File: config.mk
export PLATFORM = sky130hd
export DESIGN_NAME = cpu_run_ctrl
export DESIGN_NICKNAME = d
export VERILOG_FILES = /design/src/rtl/cpu_run_ctrl.sv
export SDC_FILE = /design/constraint.sdc
export NUM_CORES = 1
export LEC_CHECK = 0
export ABC_AREA = 1
export CAP_MARGIN = 20
export CORE_MARGIN = 4
export CORE_UTILIZATION = 45
export DETAILED_ROUTE_END_ITERATION = 10
export MAX_ROUTING_LAYER = met4
export PLACE_DENSITY = 0.89
export SLEW_MARGIN = 20
export SYNTH_ARGS = -nofsm -noshare
export SYNTH_HDL_FRONTEND = slang
export SYNTH_SLANG_ARGS = --single-unit
File: constraint.sdc
create_clock -name clk -period 2.82 [get_ports clk]
set_input_delay 0.282 -clock clk [delete_from_list [all_inputs] [get_ports clk]]
set_output_delay 0.282 -clock clk [all_outputs]
set_load 0.1 [all_outputs]
File: src/rtl/cpu_run_ctrl.sv
// Run/pause/step/halt sequencer that gates a CPU clock enable and
// snoops CPU stores for a display byte and a halt request.
module cpu_run_ctrl #(
   parameter int unsigned DIV_W     = 19,
   parameter logic [31:0] OUT_ADDR  = 32'h00000014,
   parameter logic [31:0] HALT_ADDR = 32'h00000018
) (
   input  logic        clk,
   input  logic        reset_n,
   input  logic        btn_run,
   input  logic        btn_step,
   input  logic        mem_write_i,
   input  logic [31:0] data_adr_i,
   input  logic [31:0] write_data_i,
   output logic        cpu_clk_en_o,
   output logic        cpu_reset_o,
   output logic [1:0]  state_o,
   output logic [7:0]  out_byte_o,
   output logic        out_valid_o,
   output logic        halted_o,
   output logic [15:0] cycle_cnt_o
);

   localparam logic [1:0] S_RST   = 2'd0;
   localparam logic [1:0] S_PAUSE = 2'd1;
   localparam logic [1:0] S_RUN   = 2'd2;
   localparam logic [1:0] S_HALT  = 2'd3;

   logic [1:0]       r_state;
   logic [1:0]       r_hold;
   logic [DIV_W-1:0] r_tick;
   logic             r_run_q;
   logic             r_step_q;
   logic             r_step_pend;
   logic [7:0]       r_out_byte;
   logic             r_out_valid;
   logic [15:0]      r_cyc_cnt;

   logic       w_run_edge;
   logic       w_step_edge;
   logic       w_clk_en;
   logic       w_commit;
   logic       w_out_hit;
   logic       w_halt_hit;
   logic [1:0] w_state_nxt;
   logic       w_unused;

   assign w_run_edge  = btn_run & ~r_run_q;
   assign w_step_edge = btn_step & ~r_step_q;
   assign w_commit    = mem_write_i & w_clk_en;
   assign w_out_hit   = w_commit & (data_adr_i == OUT_ADDR);
   assign w_halt_hit  = w_commit & (data_adr_i == HALT_ADDR);
   assign w_unused    = ^write_data_i[31:8];

   // Reset-hold pulses land on r==1 and r==3, i.e. odd counts.
   always_comb begin
      w_clk_en = 1'b0;
      unique case (r_state)
         S_RST:   w_clk_en = r_hold[0];
         S_PAUSE: w_clk_en = r_step_pend;
         S_RUN:   w_clk_en = &r_tick;
         default: w_clk_en = 1'b0;
      endcase
   end

   always_comb begin
      w_state_nxt = r_state;
      unique case (r_state)
         S_RST: begin
            if (r_hold == 2'd3)
               w_state_nxt = S_PAUSE;
         end
         S_PAUSE, S_RUN: begin
            if (w_halt_hit)
               w_state_nxt = S_HALT;
            else if (w_run_edge)
               w_state_nxt = (r_state == S_RUN) ? S_PAUSE : S_RUN;
         end
         default: begin
            if (w_run_edge)
               w_state_nxt = S_RST;
         end
      endcase
   end

   always_ff @(posedge clk or negedge reset_n) begin
      if (!reset_n) begin
         r_state     <= S_RST;
         r_hold      <= 2'd0;
         r_tick      <= '0;
         r_run_q     <= 1'b0;
         r_step_q    <= 1'b0;
         r_step_pend <= 1'b0;
      end else begin
         r_state     <= w_state_nxt;
         r_run_q     <= btn_run;
         r_step_q    <= btn_step;
         r_hold      <= (r_state == S_RST) ? r_hold + 2'd1 : 2'd0;
         r_step_pend <= (r_state == S_PAUSE) && (w_state_nxt == S_PAUSE)
                        && w_step_edge;
         if ((r_state == S_RUN) && (w_state_nxt == S_RUN))
            r_tick <= r_tick + 1'b1;
         else
            r_tick <= '0;
      end
   end

   always_ff @(posedge clk or negedge reset_n) begin
      if (!reset_n) begin
         r_out_byte  <= 8'd0;
         r_out_valid <= 1'b0;
         r_cyc_cnt   <= 16'd0;
      end else begin
         r_out_valid <= w_out_hit;
         if (w_out_hit)
            r_out_byte <= write_data_i[7:0];
         if ((w_state_nxt == S_RST) && (r_state != S_RST))
            r_cyc_cnt <= 16'd0;
         else if (w_clk_en && (r_state != S_RST) && (r_cyc_cnt != 16'hFFFF))
            r_cyc_cnt <= r_cyc_cnt + 16'd1;
      end
   end

   assign cpu_clk_en_o = w_clk_en;
   assign cpu_reset_o  = (r_state == S_RST);
   assign state_o      = r_state;
   assign out_byte_o   = r_out_byte;
   assign out_valid_o  = r_out_valid;
   assign halted_o     = (r_state == S_HALT);
   assign cycle_cnt_o  = r_cyc_cnt;

endmodule

==> impl_metrics.yaml, run 1 <==
sta:
  period_share_pct: 83.9
  relSlewSlack_pct: 53.9
  hold_viol: 0
  min_period_ns: 2.37
  worst_pin_slew_ns: 0.692
  layout_setup_ws_ns: 0.455
  finClkSkew_ns: 0.0116
  final.setup.tns_ns: 0
  fmax_mhz: 423
  setup_viol: 0
  drv_slew: 0
  rsz0062_at_grt: "false"
yosys:
  ys.warnings.count: 0
  synth_top_area_cell: "dfrtp_1"
  synth_simple_gate_area_share_pct: 34.5
  synth_top_family_by_area: "simple AND/OR/NAND/NOR gates"
  ys_async_sr_fraction_pct: 100
  syn_area_sq_mm: 0.00279
  yosys-top-cells-area: "dfrtp_1 46%, nand2_1 11%, nor2_1 7.1%, inv_1 4.6%, xor2_1 4.4%"
  synthMuxAreaShare_pct: 0
  ys.flop_type: "dfrtp_1"
  synth_cells: 337
  synth_seq_cells: 51
  yosysTopAreaCellShare_pct: 45.8
  syn_nets: 413
  ys_seq_area_share_pct: 45.8
  synth_compound_area_share_pct: 3.46
  synthDistinctLibCells: 32
  yosys.area_share.xor_xnor_pct: 6.91
  avgSynthCellArea_sq_um: 8.27
  synth_adder_area_share_pct: 3.14
  synth_edf_count: 0
route:
  avgRoutedWirePerCell_microns: 13.0
  drc: 0
  vias: 2384
  drt-initial-drc-count: 87
  postRouteAntennaNets: 0
  wl_mm: 6.40
  firstDrtPassIters: 4
  viasPerCell: 4.84
pwr:
  clkPwrFrac_pct: 23.9
  irDropWorstVdd_mv: 0.508
  p_leak_nw: 1.71
  switching_share_pct: 43.1
  comb_power_share_pct: 42.9
  p_per_area_mw_per_mm2: 679
  power.internal_mw: 1.43
  p_sw_mw: 1.08
  power_mw: 2.51
  power_frac_seq_pct: 33.2
global_route:
  grt_overflow_total: 0
  grt_pass1_vias: 2487
  track_usage_pct: 18.9
  antenna_found_initial: 0
  grt_max_degree: 31
  grt_pass1_wl_mm: 11.2
placement:
  io_buffers: 74
  place_hpwl_mm: 4.90
  gp_congestion: 0.837
  dpl_cell_area_sq_mm: 0.00356
  dp_slack_ns: 0.493
floorplan:
  fp.coreArea_sq_mm: 0.00596
  fp-row-count: 28
  die-area_sq_mm: 0.00752
  die_y_microns: 86.7
  start_util_pct: 46.8
  die_width_microns: 86.7
  io-pin-count: 99
job:
  cap_violations: 0
setup_path:
  r2r_cells: 12
  arrival_ns: 2.60
  cp-startpoint: "state_o[0]$_DFF_PN0_"
  critical_path_class: "reg -> reg"
  r2r_start: "state_o[0]$_DFF_PN0_"
  crit_fanout: 7
  crit_required_ns: 3.05
  rrSetupSlack_ns: 0.45
  critPathCapture: "cycle_cnt_o[15]$_DFFE_PN0P_"
  cp-start-kind: "register"
  endpoint_kind: "register"
  r2r_end: "cycle_cnt_o[15]$_DFFE_PN0P_"
outcome:
  status: "finished clean"
clock_tree:
  clk_path_buf_depth: 2
  clk_latency_ns: 0.30
  cts_num_sinks: 51
  path_clk_slew_ns: 0.10
  cts_tree: "built"
  cts_max_level: 2
  clock-root-buffer: "clkbuf_8"
  cts_buffers: 5
  cts_resized: 0
  cts_hold_buf: 0
  post_cts_buffers: 0
final_layout:
  stdcell_area_sq_mm: 0.00370
  fin_nets: 493
  drive_above_1_share_pct: 17.9
  diodes: 0
  syn_to_final_growth_pct: 32.8
hold_path:
  hp-class: "in -> async"
==> power groups by stage <==
stage	clock network (mW)	registers [mW]	logic (mW)
2_1_floorplan	0	1.01	0.677
3_3_place_gp	0	0.846	1.05
3_5_place_dp	0	0.847	1.08
4_1_cts	0.615	0.833	1.08
5_1_grt	0.646	0.841	1.17
6_report	0.601	0.834	1.08
==> worst max-delay path: stages, from the launching register on <==
cell     delay (ns)
dfrtp_4        0.51
inv_1          0.14
ha_1           0.28
nand2_1        0.08
nor2_1         0.11
nand3_2        0.13
a21oi_4        0.25
nand2_4        0.14
nor3_4         0.27
nand3_1        0.11
nand2_1        0.11
nand2_1        0.07
nor2_1         0.11
==> state kept, by name, summed over array words and instances, names as in the netlist <==
signal,cells
r_step_pend,1
state_o,2
out_byte_o,8
r_run_q,1
r_tick,19
cycle_cnt_o,16
out_valid_o,1
r_hold,2
r_step_q,1
==> logic make-up (layout without fill, tap and decap cells) <==
kind of cell    Yosys count  in the layout
simple gates            201            201
flops                    51             51
buf+inv                  41            122
xor+xnor                 22             22
compound gates           15             15
fa+ha+maj                 7              7
==> routing by layer <==
metal | part of all wire [%] | wire (microns) | GRT usage [%]
met5 | 0 | 0 | -
met2 | 53 | 3410 | 34.1
met3 | 4.4 | 283 | 3.33
met1 | 41 | 2620 | 21.5
met4 | 1.5 | 93 | 5.52
==> stage by stage <==
stage                     cells  hold WS [ns]  util, %
after floorplan             337       -0.0136        -
after global placement      485         0.342     59.9
after detailed placement    485         0.364     59.9
after CTS                   493        0.0282     62.1
after global routing        493        0.0560     62.1
final                       493       0.00382     62.1
==> cell usage after synthesis (2+ instances only) <==
cell and n:
xor2_1 14, nor2_2 4, ha_1 7, inv_1 34, nand4_1 9, nor3_1 13
dfrtp_1 51, nand3_1 17, a21oi_1 3, o21ai_1 3, nor3_2 10, nand2_2 3
nand2_1 83, buf_6 2, inv_2 2, nor2_4 2, xnor2_1 8, nand3_2 2
o21ai_0 5, nor2_1 53
==> worst min path at each step <==
stage,startpoint,end,depth (start not counted)
detailed placement,reset_n,cycle_cnt_o[6]$_DFFE_PN0P_,1
finish,reset_n,cycle_cnt_o[6]$_DFFE_PN0P_,1
global placement,reset_n,cycle_cnt_o[5]$_DFFE_PN0P_,1
global route,reset_n,cycle_cnt_o[6]$_DFFE_PN0P_,1
CTS,reset_n,cycle_cnt_o[6]$_DFFE_PN0P_,1
floorplan,reset_n,cycle_cnt_o[0]$_DFFE_PN0P_,0
==> cell type report <==
cell class	count	area, sq um
fillers	529	2250
multi-input cells	245	1350
flip-flops and latches	51	1280
repair buffers	77	696
inverters	37	139
well taps	75	93.8
clock buffers	5	68.8
clock inverters	3	67.6
==> layout by cell type (no fill, tap or decap), types with 2 or more instances in the layout <==
cell type / instances
nand3_1: 17
nand4_1: 9
ha_1: 5
nor2_4: 2
buf_4: 32
clkbuf_8: 5
nor3_2: 10
xnor2_1: 8
o21ai_0: 5
inv_1: 33
dfrtp_1: 49
nor2_1: 53
nor3_1: 13
nand3_2: 2
dfrtp_4: 2
nand2_2: 3
nand2_1: 83
xor2_1: 14
inv_2: 3
a21oi_1: 3
nor2_2: 4
clkdlybuf4s50_1: 43
o21ai_1: 3
bufinv_16: 2
Note: power is estimated with default switching activity, not from simulation.
==> inputs of run 2 (changes only) <==
==> constraint.sdc (replaced) <==
create_clock -name clk -period 2.37 [get_ports clk]
set_input_delay 0.237 -clock clk [delete_from_list [all_inputs] [get_ports clk]]
set_output_delay 0.237 -clock clk [all_outputs]
set_load 0.1 [all_outputs]
==> run 2 against run 1 <==
Net effect: combinational power rose by 20%; largest power group unchanged; global-route usage decreased by 0.96 points; largest cell class unchanged; highest routed layer unchanged; final cell count rose by 0.41%; clock power is 16% lower; setup slack worse by 0.29 ns; final area shrank 0.20%; critical path depth fell by 1; die area unchanged; register-to-register slack got worse by 0.29 ns; sequential power up 20%; critical endpoint is now cycle_cnt_o[14]$_DFFE_PN0P_; sequential cell count unchanged; maximum frequency increased by 7.3%.
==> impl_metrics.yaml, run 2 (synthesized netlist as in run 1, its figures left out) <==
setup_path:
  cp-startpoint: "r_tick[0]$_DFF_PN0_"
  slowest_stage: "dfrtp_1"
  r2r_start: "r_tick[0]$_DFF_PN0_"
  crit_chain: "ha_1, nand3_2, nor2_4, nand3_2, a21oi_4, nand2_4, nor2_4, nand3_1, o21ai_1, nand2_1, nor2_1"
  crit_required_ns: 2.61
  r2r_end: "cycle_cnt_o[14]$_DFFE_PN0P_"
  r2r_cells: 11
  slowest_delay_ns: 0.42
  cp-start-kind: "register"
  endpoint_kind: "register"
  critical_path_class: "reg -> reg"
  arrival_ns: 2.44
  rrSetupSlack_ns: 0.17
  crit_fanout: 7
placement:
  gp_congestion: 0.839
  io_buffers: 74
  place_hpwl_mm: 4.93
  dp_slack_ns: 0.0303
final_layout:
  seq_area_sq_mm: 0.00128
  largest_reg_flops: 19
  diodes: 0
  fin_nets: 495
  final_cell_mix: "83 x nand2_1, 53 x nor2_1, 49 x dfrtp_1"
  multiInputGateArea_sq_mm: 0.00137
  drive_above_1_share_pct: 18.6
  syn_to_final_growth_pct: 32.5
  fillers: 504
  regMostFlops: "r_tick"
  final_common_cell: "nand2_1"
clock_tree:
  cts_buffers: 5
  cts_tree: "built"
  post_cts_buffers: 0
  path_clk_slew_ns: 0.09
  clk_latency_ns: 0.30
  cts_max_level: 2
  clock-root-buffer: "clkbuf_8"
  cts_num_sinks: 51
  clk_path_buf_depth: 2
global_route:
  grt_pass1_wl_mm: 10.5
  antenna_found_initial: 0
  grt_pass1_vias: 2416
  grt_overflow_total: 0
  track_usage_pct: 18.0
  grt_max_degree: 31
route:
  vias: 2444
  firstDrtPassIters: 4
  drt-initial-drc-count: 130
  viasPerCell: 4.94
  drc: 0
  wl_mm: 6.30
  postRouteAntennaNets: 0
  avgRoutedWirePerCell_microns: 12.7
hold_path:
  hp-class: "in -> reg"
  min_from: "btn_step"
  hold_path_end: "r_step_q$_DFF_PN0_"
  whs_path_depth: 1
sta:
  hold_ws_ns: 0.412
  fmax_mhz: 454
  min_period_ns: 2.20
  worst_pin_slew_ns: 0.670
  period_share_pct: 93.0
  rsz0062_at_grt: "false"
  finClkSkew_ns: 0.00781
  layout_setup_ws_ns: 0.166
  hold_viol: 0
  relSlewSlack_pct: 55.3
  drv_slew: 0
  setup_viol: 0
outcome:
  status: "finished clean"
pwr:
  irDropWorstVdd_mv: 0.892
  power_mw: 2.81
  p_leak_nw: 1.71
  p_per_area_mw_per_mm2: 760
floorplan:
  die-area_sq_mm: 0.00752
  fp.coreArea_sq_mm: 0.00596
  io-pin-count: 99
  start_util_pct: 46.8
  die_y_microns: 86.7
  die_width_microns: 86.7
  fp-row-count: 28
job:
  cap_violations: 0
-- run 2: layer usage --
layer | up-vias | routed length, microns | global-route usage, %
met5 | - | 0 | -
met4 | 0 | 66 | 3.82
met3 | 9 | 285 | 4.37
met2 | 54 | 3350 | 32.9
met1 | 1154 | 2600 | 19.7
li1 | 1227 | - | -
-- run 2: where the power goes --
part           switching [mW]  internal (mW)  leakage, nW
registers              0.0715          0.933        0.699
logic                   0.939          0.363        0.961
clock network           0.266          0.236       0.0482
-- run 2: worst max-delay path: cells and delay by family (launching register included) --
family | cells | cell delay (ns)
AND/OR/NAND/NOR | 8 | 1.10
flip-flops | 1 | 0.42
AO/OA/AOI/OAI | 2 | 0.41
adder cells (fa/ha/maj) | 1 | 0.22
-- run 2: metrics by stage --
stage / utilization [%] / instance area (sq um) / setup TNS [ns] / instances
floorplan: - / 2830 / -4.90 / 337
global placement: 60.2 / 3590 / 0 / 486
detailed placement: 60.2 / 3590 / 0 / 486
CTS: 61.9 / 3690 / 0 / 495
global route: 62.0 / 3690 / 0 / 495
finish: 62.0 / 3690 / 0 / 495
-- run 2: worst max-delay path by stage --
stage | end | slack (ns) | depth (start not counted)
after CTS | cycle_cnt_o[4]$_DFFE_PN0P_ | 0.01 | 12
after global placement | cycle_cnt_o[13]$_DFFE_PN0P_ | 0.12 | 12
after detailed placement | cycle_cnt_o[13]$_DFFE_PN0P_ | 0.03 | 12
after global routing | r_tick[1]$_DFF_PN0_ | 0.0007 | 13
final | cycle_cnt_o[14]$_DFFE_PN0P_ | 0.17 | 11
after floorplan | cycle_cnt_o[8]$_DFFE_PN0P_ | -0.37 | 10
-- run 2: repair_timing --
item	in CTS	in global routing
hold endpoints to repair	28	0
hold buffers	1	0
endpoints found under the setup margin	0	16
resized for setup	0	1
-- run 2: cell type report --
class / count / share of cell area [%]
Inverter: 37 / 3.90
Timing Repair Buffer: 79 / 19.3
Clock buffer: 7 / 2.34
Sequential cell: 51 / 34.8
Clock inverter: 1 / 0.136
Tap cell: 75 / 2.54
Multi-Input combinational cell: 245 / 37.0
==> inputs of run 3 (changes only) <==
--- a/config.mk
+++ b/config.mk
@@ -10,6 +10,7 @@
 export CORE_MARGIN = 4
 export CORE_UTILIZATION = 45
 export DETAILED_ROUTE_END_ITERATION = 10
+export HOLD_SLACK_MARGIN = 0.12
 export MAX_ROUTING_LAYER = met4
 export PLACE_DENSITY = 0.89
 export SLEW_MARGIN = 20
==> results of run 3 <==
The final DEF is identical to that of run 2; final timing and power are the same.
